`src/rtl/sha256_pkg.sv`:
```
`default_nettype none
// ============================================================================
//  Module      : sha256_pkg
//  Description : Shared SHA-256 constants (K table, IV), FSM encodings and
//                the round helper functions used by the compression core.
//  Revision    : 1.0 - initial release
// ============================================================================
package sha256_pkg;

    localparam logic [1:0] c_st_idle  = 2'd0;
    localparam logic [1:0] c_st_round = 2'd1;
    localparam logic [1:0] c_st_final = 2'd2;

    localparam logic [255:0] c_iv = {
        32'h6a09e667, 32'hbb67ae85, 32'h3c6ef372, 32'ha54ff53a,
        32'h510e527f, 32'h9b05688c, 32'h1f83d9ab, 32'h5be0cd19
    };

    localparam logic [31:0] c_k [64] = '{
        32'h428a2f98, 32'h71374491, 32'hb5c0fbcf, 32'he9b5dba5,
        32'h3956c25b, 32'h59f111f1, 32'h923f82a4, 32'hab1c5ed5,
        32'hd807aa98, 32'h12835b01, 32'h243185be, 32'h550c7dc3,
        32'h72be5d74, 32'h80deb1fe, 32'h9bdc06a7, 32'hc19bf174,
        32'he49b69c1, 32'hefbe4786, 32'h0fc19dc6, 32'h240ca1cc,
        32'h2de92c6f, 32'h4a7484aa, 32'h5cb0a9dc, 32'h76f988da,
        32'h983e5152, 32'ha831c66d, 32'hb00327c8, 32'hbf597fc7,
        32'hc6e00bf3, 32'hd5a79147, 32'h06ca6351, 32'h14292967,
        32'h27b70a85, 32'h2e1b2138, 32'h4d2c6dfc, 32'h53380d13,
        32'h650a7354, 32'h766a0abb, 32'h81c2c92e, 32'h92722c85,
        32'ha2bfe8a1, 32'ha81a664b, 32'hc24b8b70, 32'hc76c51a3,
        32'hd192e819, 32'hd6990624, 32'hf40e3585, 32'h106aa070,
        32'h19a4c116, 32'h1e376c08, 32'h2748774c, 32'h34b0bcb5,
        32'h391c0cb3, 32'h4ed8aa4a, 32'h5b9cca4f, 32'h682e6ff3,
        32'h748f82ee, 32'h78a5636f, 32'h84c87814, 32'h8cc70208,
        32'h90befffa, 32'ha4506ceb, 32'hbef9a3f7, 32'hc67178f2
    };

    function automatic logic [31:0] k_const(input logic [5:0] t);
        return c_k[t];
    endfunction

    function automatic logic [31:0] rotr(input logic [31:0] x, input int unsigned n);
        return (x >> n) | (x << (32 - n));
    endfunction

    function automatic logic [31:0] big_sigma0(input logic [31:0] x);
        return rotr(x, 2) ^ rotr(x, 13) ^ rotr(x, 22);
    endfunction

    function automatic logic [31:0] big_sigma1(input logic [31:0] x);
        return rotr(x, 6) ^ rotr(x, 11) ^ rotr(x, 25);
    endfunction

    function automatic logic [31:0] ch(input logic [31:0] e, input logic [31:0] f,
                                       input logic [31:0] g);
        return (e & f) ^ (~e & g);
    endfunction

    function automatic logic [31:0] maj(input logic [31:0] a, input logic [31:0] b,
                                        input logic [31:0] c);
        return (a & b) ^ (a & c) ^ (b & c);
    endfunction

    function automatic logic [31:0] t2(input logic [31:0] a, input logic [31:0] b,
                                       input logic [31:0] c);
        return big_sigma0(a) + maj(a, b, c);
    endfunction

endpackage
`default_nettype wire

```
`src/rtl/sha256_t1.sv`:
```
`default_nettype none
// ============================================================================
//  Module      : sha256_t1
//  Description : Combinational SHA-256 T1 term: h + Sigma1(e) + Ch(e,f,g) + K + W.
//  Revision    : 1.0 - initial release
// ============================================================================
module sha256_t1
    import sha256_pkg::*;
(
    input  logic [31:0] i_e,
    input  logic [31:0] i_f,
    input  logic [31:0] i_g,
    input  logic [31:0] i_h,
    input  logic [31:0] i_k,
    input  logic [31:0] i_w,
    output logic [31:0] o_t1
);

    assign o_t1 = i_h + big_sigma1(i_e) + ch(i_e, i_f, i_g) + i_k + i_w;

endmodule
`default_nettype wire

```
`src/rtl/sha256_round_engine.sv`:
```
`default_nettype none
// ============================================================================
//  Module      : sha256_round_engine
//  Description : Sequential SHA-256 compression core, one round per accepted
//                schedule word, followed by the chaining-state feed-forward.
//  Revision    : 1.0 - initial release
// ============================================================================
module sha256_round_engine
    import sha256_pkg::*;
#(
    parameter int ROUNDS = 64,
    parameter int WORD_W = 32
) (
    input  logic                  clk,
    input  logic                  rst,
    input  logic                  start,
    input  logic [8*WORD_W-1:0]   state_in,
    input  logic [WORD_W-1:0]     w_data,
    input  logic                  w_valid,
    output logic                  w_ready,
    output logic [8*WORD_W-1:0]   hash_out,
    output logic                  done,
    output logic                  busy
);

    localparam logic [5:0] c_t_last = 6'(ROUNDS - 1);

    logic [1:0]   r_state;
    logic [1:0]   w_state_nxt;
    logic [5:0]   r_t;
    logic [31:0]  r_a, r_b, r_c, r_d, r_e, r_f, r_g, r_h;
    logic [255:0] r_chain;
    logic [255:0] r_hash;
    logic         r_done;

    logic         w_accept;
    logic [31:0]  w_k;
    logic [31:0]  w_t1;
    logic [31:0]  w_t2;
    logic [255:0] w_work;
    logic [255:0] w_final;

    assign w_accept = (r_state == c_st_round) && w_valid;
    assign w_k      = k_const(r_t);
    assign w_t2     = t2(r_a, r_b, r_c);
    assign w_work   = {r_a, r_b, r_c, r_d, r_e, r_f, r_g, r_h};

    sha256_t1 u_t1 (
        .i_e  (r_e),
        .i_f  (r_f),
        .i_g  (r_g),
        .i_h  (r_h),
        .i_k  (w_k),
        .i_w  (w_data),
        .o_t1 (w_t1)
    );

    // Feed-forward is per 32-bit word so carries never cross word boundaries.
    for (genvar i = 0; i < 8; i++) begin : g_final
        assign w_final[i*32 +: 32] = r_chain[i*32 +: 32] + w_work[i*32 +: 32];
    end

    always_ff @(posedge clk) begin
        if (rst) begin
            r_state <= c_st_idle;
        end else begin
            r_state <= w_state_nxt;
        end
    end

    always_comb begin
        w_state_nxt = r_state;
        case (r_state)
            c_st_idle:  if (start) w_state_nxt = c_st_round;
            c_st_round: if (w_accept && (r_t == c_t_last)) w_state_nxt = c_st_final;
            c_st_final: w_state_nxt = c_st_idle;
            default:    w_state_nxt = c_st_idle;
        endcase
    end

    always_ff @(posedge clk) begin
        if (rst) begin
            r_t     <= '0;
            r_a     <= '0;
            r_b     <= '0;
            r_c     <= '0;
            r_d     <= '0;
            r_e     <= '0;
            r_f     <= '0;
            r_g     <= '0;
            r_h     <= '0;
            r_chain <= '0;
            r_hash  <= '0;
            r_done  <= 1'b0;
        end else begin
            r_done <= 1'b0;
            case (r_state)
                c_st_idle: begin
                    r_t <= '0;
                    if (start) begin
                        {r_a, r_b, r_c, r_d, r_e, r_f, r_g, r_h} <= state_in;
                        r_chain <= state_in;
                    end
                end
                c_st_round: begin
                    if (w_accept) begin
                        r_h <= r_g;
                        r_g <= r_f;
                        r_f <= r_e;
                        r_e <= r_d + w_t1;
                        r_d <= r_c;
                        r_c <= r_b;
                        r_b <= r_a;
                        r_a <= w_t1 + w_t2;
                        // Counter parks on the last round; IDLE clears it.
                        if (r_t != c_t_last) begin
                            r_t <= r_t + 6'd1;
                        end
                    end
                end
                c_st_final: begin
                    r_hash <= w_final;
                    r_done <= 1'b1;
                end
                default: ;
            endcase
        end
    end

    assign w_ready  = (r_state == c_st_round);
    assign busy     = (r_state != c_st_idle);
    assign done     = r_done;
    assign hash_out = r_hash;

endmodule
`default_nettype wire
```
`config.mk`:
```
export PLATFORM = sky130hd
export DESIGN_NAME = sha256_round_engine
export DESIGN_NICKNAME = d
export VERILOG_FILES = /design/src/rtl/sha256_pkg.sv /design/src/rtl/sha256_t1.sv /design/src/rtl/sha256_round_engine.sv
export SDC_FILE = /design/constraint.sdc
export NUM_CORES = 2
export LEC_CHECK = 0
export BUFFER_PORTS_ARGS = -buffer_cell sky130_fd_sc_hd__buf_2
export CORE_MARGIN = 1
export CORE_UTILIZATION = 45
export CTS_BUF_LIST = sky130_fd_sc_hd__clkbuf_4
export CTS_CLUSTER_SIZE = 24
export DETAILED_ROUTE_END_ITERATION = 12
export HOLD_SLACK_MARGIN = 0.1
export PLACE_DENSITY_LB_ADDON = 0.12
export SLEW_MARGIN = 40
export SYNTH_ARGS = -nofsm -noshare
export SYNTH_HDL_FRONTEND = slang
export SYNTH_SLANG_ARGS = --single-unit
```
`constraint.sdc`:
```
create_clock -name clk -period 12.4 [get_ports clk]
set_input_delay 1.86 -clock clk [delete_from_list [all_inputs] [get_ports clk]]
set_output_delay 1.86 -clock clk [all_outputs]
set_load 0.05 [all_outputs]
```
Yosys cells after proc, flatten, opt, wreduce, memory -nomap -nowiden
Memory sizes are Yosys's and may differ from the RTL's.
Index checks and enable logic that the tools add are counted.
{"block": "totals", "register_bits": 777, "latch_bits": 0, "ramBits": 0, "rom_bits": 2048, "input_bits": 292, "out_inout_bits": 259, "n_memories": 1}
{"memory": "(no name shown)", "words": 64, "width": 32, "read_ports": 1, "rd_clocked_by_memory_dff": 0, "write_ports": 0, "line_no": "sha256_pkg.sv:39", "text": "return c_k[t];"}
{"block": "classes", "add_sub_neg": 16, "mul": 0, "div": 0, "magnitude_cmp": 1, "eq_ne": 8, "n_shift": 0, "n_mux": 33, "n_bitwise": 20, "reduce_logical": 9}
{"op": "32-bit two-way mux", "n": 18}
{"op": "32-bit one-hot mux with 2 select lines", "n": 8}
{"op": "32-bit adder", "n": 15}
{"op": "32-bit XOR", "n": 7}
{"op": "32-bit AND", "n": 5}
{"op": "32-bit inverter", "n": 1}
{"op": "10-bit by 32-bit bitwise OR with 32-bit output", "n": 1}
{"op": "19-bit by 32-bit bitwise OR with 32-bit output", "n": 1}
{"op": "21-bit by 32-bit bitwise OR with 32-bit output", "n": 1}
{"op": "26-bit by 32-bit bitwise OR with 32-bit output", "n": 1}
{"op": "30-bit by 32-bit bitwise OR with 32-bit output", "n": 1}
{"op": "7-bit by 32-bit bitwise OR with 32-bit output", "n": 1}
{"op": "6-bit two-way mux", "n": 2}
{"op": "6-bit one-hot mux with 2 select lines", "n": 1}
{"op": "7-bit greater-or-equal comparator (second input constant)", "n": 1}
{"op": "6-bit inverter with 7-bit output", "n": 1}
{"op": "6-bit by 1-bit adder with 6-bit output (second input constant)", "n": 1}
{"op": "6-bit equality test (second input constant)", "n": 1}
{"op": "2-bit by 1-bit != test with 1-bit output (second input constant)", "n": 3}
{"op": "6-bit != test (second input constant)", "n": 1}
{"op": "3-bit AND reduction", "n": 2}
{"op": "2-bit two-way mux", "n": 2}
{"op": "2-bit one-hot mux with 2 select lines", "n": 1}
{"op": "2-bit AND reduction", "n": 2}
{"op": "other kinds (7)", "n": 9}

Depth between registers and ports, before layout
{"block": "logic_depth", "depth_word": 10, "ltp_mapped": 37, "depth_no_buf": 34}

Cells and area by module
From an unflattened synthesis, not the netlist that was laid out.
{"block": "hier_totals", "hier_cells": 6899, "area_unflattened_um2": 52477.8}
{"module": "sha256_round_engine", "instances": 1, "cells_each": 6346, "area_each_um2": 47564.4, "seq_area_each_um2": 15554.9}
{"module": "sha256_t1", "instances": 1, "cells_each": 553, "area_each_um2": 4913.5, "seq_area_each_um2": 0.0}

Worst setup path before layout
No wires, ideal clock.
{"block": "synth_path", "path_type": "input to register", "from": "input port w_data[3]", "to": "register r_a[28]", "setup_time_ns": 0.125, "arrival_ns": 7.956, "path_slack_ns": 4.319, "path_stages": 30, "path_buffers": 1, "cell_sequence": "inv_1 -> fa_1 -> inv_1 -> fa_1 -> inv_1 -> fa_1 -> inv_1 -> ha_1 -> nor2b_1 -> o31a_1 -> o41ai_2 -> o21bai_1 -> a21oi_1 -> nor2b_1 -> o21a_1 -> nor2_1 -> xnor2_1 -> fa_1 -> ha_1 -> clkbuf_1 -> nand3_1 -> nor2_1 -> nand3_1 -> or3_1 -> nand2_2 -> o41ai_4 -> o211ai_2 -> mux2_1 -> o31ai_1 -> a21oi_1"}
{"block": "synth_via", "elab_chain_len": 4}
{"element": "start, declared", "line_no": "sha256_round_engine.sv:18", "text": "input logic [WORD_W-1:0] w_data,"}
{"element": "32-bit adder", "line_no": "sha256_t1.sv:19", "text": "assign o_t1 = i_h + big_sigma1(i_e) + ch(i_e, i_f, i_g) + i_k + i_w;"}
{"element": "32-bit adder", "line_no": "sha256_round_engine.sv:114", "text": "r_a <= w_t1 + w_t2;"}
{"element": "32-bit two-way mux", "line_no": "sha256_round_engine.sv:106", "text": "if (w_accept) begin"}
{"element": "32-bit one-hot mux with 2 select lines", "line_no": "sha256_round_engine.sv:97", "text": "case (r_state)"}
{"element": "end signal, assigned", "line_no": "sha256_round_engine.sv:101", "text": "{r_a, r_b, r_c, r_d, r_e, r_f, r_g, r_h} <= state_in;"}
{"element": "end signal, assigned", "line_no": "sha256_round_engine.sv:114"}
{"element": "end, declared", "line_no": "sha256_round_engine.sv:31", "text": "logic [31:0] r_a, r_b, r_c, r_d, r_e, r_f, r_g, r_h;"}
No other way between the ends. The select of a mux whose other input is x is not followed.
A chain may end at the register's enable or synchronous reset.

Final worst setup path
{"block": "layout_path", "from": "register r_t[0]", "to": "register r_a[29]"}
{"block": "layout_via", "elab_chain_len": 9}
{"element": "start, declared", "line_no": "sha256_round_engine.sv:30", "text": "logic [5:0] r_t;"}
{"element": "start signal, assigned", "line_no": "sha256_round_engine.sv:117", "text": "r_t <= r_t + 6'd1;"}
{"element": "6-bit inverter with 7-bit output (not written as such)", "line_no": "sha256_pkg.sv:39"}
{"element": "memory 64 x 32 bit"}
{"element": "32-bit two-way mux (not written as such) (2 in series)", "line_no": "sha256_pkg.sv:39"}
{"element": "32-bit adder (2 in series)", "line_no": "sha256_t1.sv:19"}
{"element": "32-bit adder", "line_no": "sha256_round_engine.sv:114"}
{"element": "32-bit two-way mux", "line_no": "sha256_round_engine.sv:106"}
{"element": "32-bit one-hot mux with 2 select lines", "line_no": "sha256_round_engine.sv:97"}
No other way between the ends. The select of a mux whose other input is x is not followed.

==> key figures <==
Outcome
  • Status: completed

CTS
  • CTS sink count: 777
  • CTS tree: yes
  • Post-CTS sizing: 0
  • Clock root cell: clkbuf_4
  • Post-CTS setup buffers: 0
  • Max clock buf depth: 3
  • H-tree Lvls: 4
  • CTS Buf Count: about 220
  • Worst-Skew Late Latency: about 1.3 ns
  • CTS clock-pin slew for the worst setup and hold paths: roughly 0.070 ns
  • Hold Buf Count CTS: 0

Place
  • DP HPWL: approximately 180 mm
  • GP Congestion: approximately 1.0
  • Placed insts: 8644
  • Port bufs: 550

Worst hold path
  • Hold crit path type: reg -> reg
  • Hold Startpoint: hash_out[49]

STA
  • Tcrit/Tclk final: 0.736
  • Max Fclk: between 100 and 150 MHz
  • Worst Tran Pin Value: 0.977 ns
  • Setup TNS Final: 0 ns
  • RSZ-0062 raised after global routing: no
  • Worst clock skew: 0.0777 ns
  • Final Hold Fails: 0
  • Tmin final: 9.13 ns
  • Final setup vio count: 0
  • Slew margin rel.: 0.348
  • Fin Hold WS: ~0.45 ns
  • Slew Viols, Final: 0

Critical path
  • CP bufs+invs: 4
  • Req. time, crit path: 13.59 ns
  • Largest fanout on the critical path: 22
  • Worst stage delay on the critical path: 0.95 ns
  • Arr. time, crit path: between 10 and 15 ns
  • Worst setup SP type: flip-flop
  • CP delay by family, top: compound AO/OA/AOI/OAI gates
  • CP Class: reg -> reg
  • Crit end category: flip-flop
  • CP max-delay cell: ha_1
  • Critical path origin: r_t[0]
  • Worst r2r src: r_t[0]

Synthesis
  • Top cell type by total area after synthesis: dfxtp_1
  • Synth top area share: 0.294
  • EDFF count, synth: 0
  • Mean Syn Cell Area: between 7 and 8 µm²
  • Asr flop ratio synth: 0
  • Ys flop type: dfxtp_1
  • Yosys warns: 0
  • FF+latch count, synth: 777
  • Register area share after synthesis: 0.294
  • Syn nets: around 7700
  • Synth top area cells: dfxtp_1, nand2_1, ha_1
  • Post-synth cell types: 100
  • Synthesized instance count: 6923
  • Synth Cell Area: between 50000 and 60000 µm²

Die
  • DIE HEIGHT: between 300 and 400 µm
  • Initial Util: 0.454
  • Placeable core area: about 120000 µm²
  • Total die area: 119000 µm²
  • Die width: 345 µm
  • FP Rows: around 130
  • I/O pin total: between 500 and 600

Global route
  • Antenna violations before repair: 17
  • Pin count of the biggest net entering global routing: 193
  • First-pass GRT wire length: between 300 and 400 mm
  • Vias in the first global route: about 50000
  • All-Layer GR Usage: 0.378
  • Total gr overflow: 0

Detailed routing
  • Routed WL: approximately 230 mm
  • Wire per inst: 25.6 µm
  • Vias per Instance: 5.91
  • DRC: 0
  • Antenna-violating nets left: 0
  • DRC violation total after the first TritonRoute iteration: approximately 5000
  • Pre-Repair DR Iteration Count: 6
  • Via Count: 53454

Final layout
  • Layout Cells excl Fill: 9051
  • Area Overhead vs Synth: 12.8%
  • Filler cells: 11893
  • Nets: 8131
  • Share of cells above drive strength 1: 0.143

Run
  • Max cap viols: 0
==> cell type report <==
| class | instances | area (µm²) | area share |
|---|---|---|---|
| Clock buffer | 313 | 2350 | 0.0394 |
| Multi-Input combinational cell | 5375 | 34500 | 0.578 |
| Inverter | 334 | 1260 | 0.0212 |
| Sequential cell | 777 | 15600 | 0.261 |
| Antenna cell | 9 | 22.5 | 0.000378 |
| Tap cell | 1524 | 1910 | 0.0320 |
| Timing Repair Buffer | 637 | 3620 | 0.0608 |
| Clock inverter | 82 | 424 | 0.00711 |
==> synth_stat cells (all sizes together) (13+ instances only) <==
| cell type | n |
|---|---|
| a211oi | 67 |
| a21o | 168 |
| a21oi | 747 |
| a311oi | 233 |
| a31oi | 44 |
| and2 | 14 |
| and3 | 38 |
| buf | 27 |
| clkbuf | 410 |
| dfxtp | 777 |
| fa | 135 |
| ha | 364 |
| inv | 332 |
| maj3 | 23 |
| mux2 | 31 |
| mux2i | 13 |
| nand2 | 1497 |
| nand2b | 62 |
| nand3 | 92 |
| nand3b | 17 |
| nand4 | 22 |
| nor2 | 489 |
| nor2b | 48 |
| nor3 | 91 |
| o211ai | 40 |
| o21a | 54 |
| o21ai | 325 |
| o21bai | 46 |
| o311ai | 14 |
| o31ai | 25 |
| or3 | 52 |
| xnor2 | 265 |
| xor2 | 139 |
==> metrics by stage <==
step / util / instance area (µm²) / worst slack [ns]
floorplan: - / 52800 / 4.32
global placement: 0.487 / 56600 / 3.53
detailed placement: 0.487 / 56700 / 3.52
CTS: 0.511 / 59500 / 3.48
global route: 0.512 / 59600 / 2.89
finish: 0.512 / 59600 / 3.27
==> final timing paths <==
check        slack (ns)            to  cells after the start
min                0.45  hash_out[49]                      2
max reg2reg        3.27       r_a[29]                     32
min reg2reg        0.45  hash_out[49]                      2
max                3.27       r_a[29]                     32
==> worst reg2reg max path: cells and delay by family, from the launching register on <==
| family | cells | cell delay (ns) |
|---|---|---|
| AOI/OAI and AO/OA | 12 | 3.49 |
| adders and majority gates | 6 | 2.84 |
| xor gates and xnor gates | 2 | 0.43 |
| buffers and inverters | 4 | 0.77 |
| DFF | 1 | 0.31 |
| and+or+nand+nor | 8 | 1.19 |
==> placed cells by master, fill, tap and decap left out, types with 50 or more instances in the layout <==
| master | instances |
|---|---|
| xor2_1 | 139 |
| inv_1 | 331 |
| a21oi_1 | 745 |
| nor2_1 | 487 |
| ha_1 | 364 |
| clkbuf_4 | 313 |
| xnor2_1 | 265 |
| clkinv_1 | 59 |
| a21o_1 | 168 |
| fa_1 | 135 |
| or3_1 | 50 |
| o21a_1 | 54 |
| dfxtp_1 | 770 |
| a211oi_1 | 65 |
| nand3_1 | 91 |
| nand2b_1 | 60 |
| a311oi_1 | 228 |
| buf_2 | 549 |
| buf_4 | 65 |
| nor3_1 | 90 |
| o21ai_0 | 311 |
| nand2_1 | 1493 |
==> metal layers <==
layer	global-route usage	wire length, µm	up-vias
li1	-	-	25010
met1	0.477	95600	25586
met2	0.604	104000	2306
met3	0.0729	17600	540
met4	0.210	13800	12
met5	0	71	-
==> flip-flops by register name (all words and copies together), names as in the netlist <==
signal,flops
hash_out,256
r_d,32
r_c,32
done,1
r_g,32
r_b,32
r_e,32
r_a,32
r_h,32
r_state,2
r_chain,256
r_t,6
r_f,32
==> cells by family after synthesis <==
logic type                 after synthesis  share of synthesized area
and+or+nand+nor                       2483                      0.198
buffers and inverters                  771                     0.0548
AOI/OAI and AO/OA                     1918                      0.233
DFF                                    777                      0.294
adders and majority gates              522                      0.142
muxes                                   48                     0.0108
xor gates and xnor gates               404                     0.0670
Power is not shown: default switching activity piles up to over one toggle a cycle in this logic, so the estimate is an artifact.
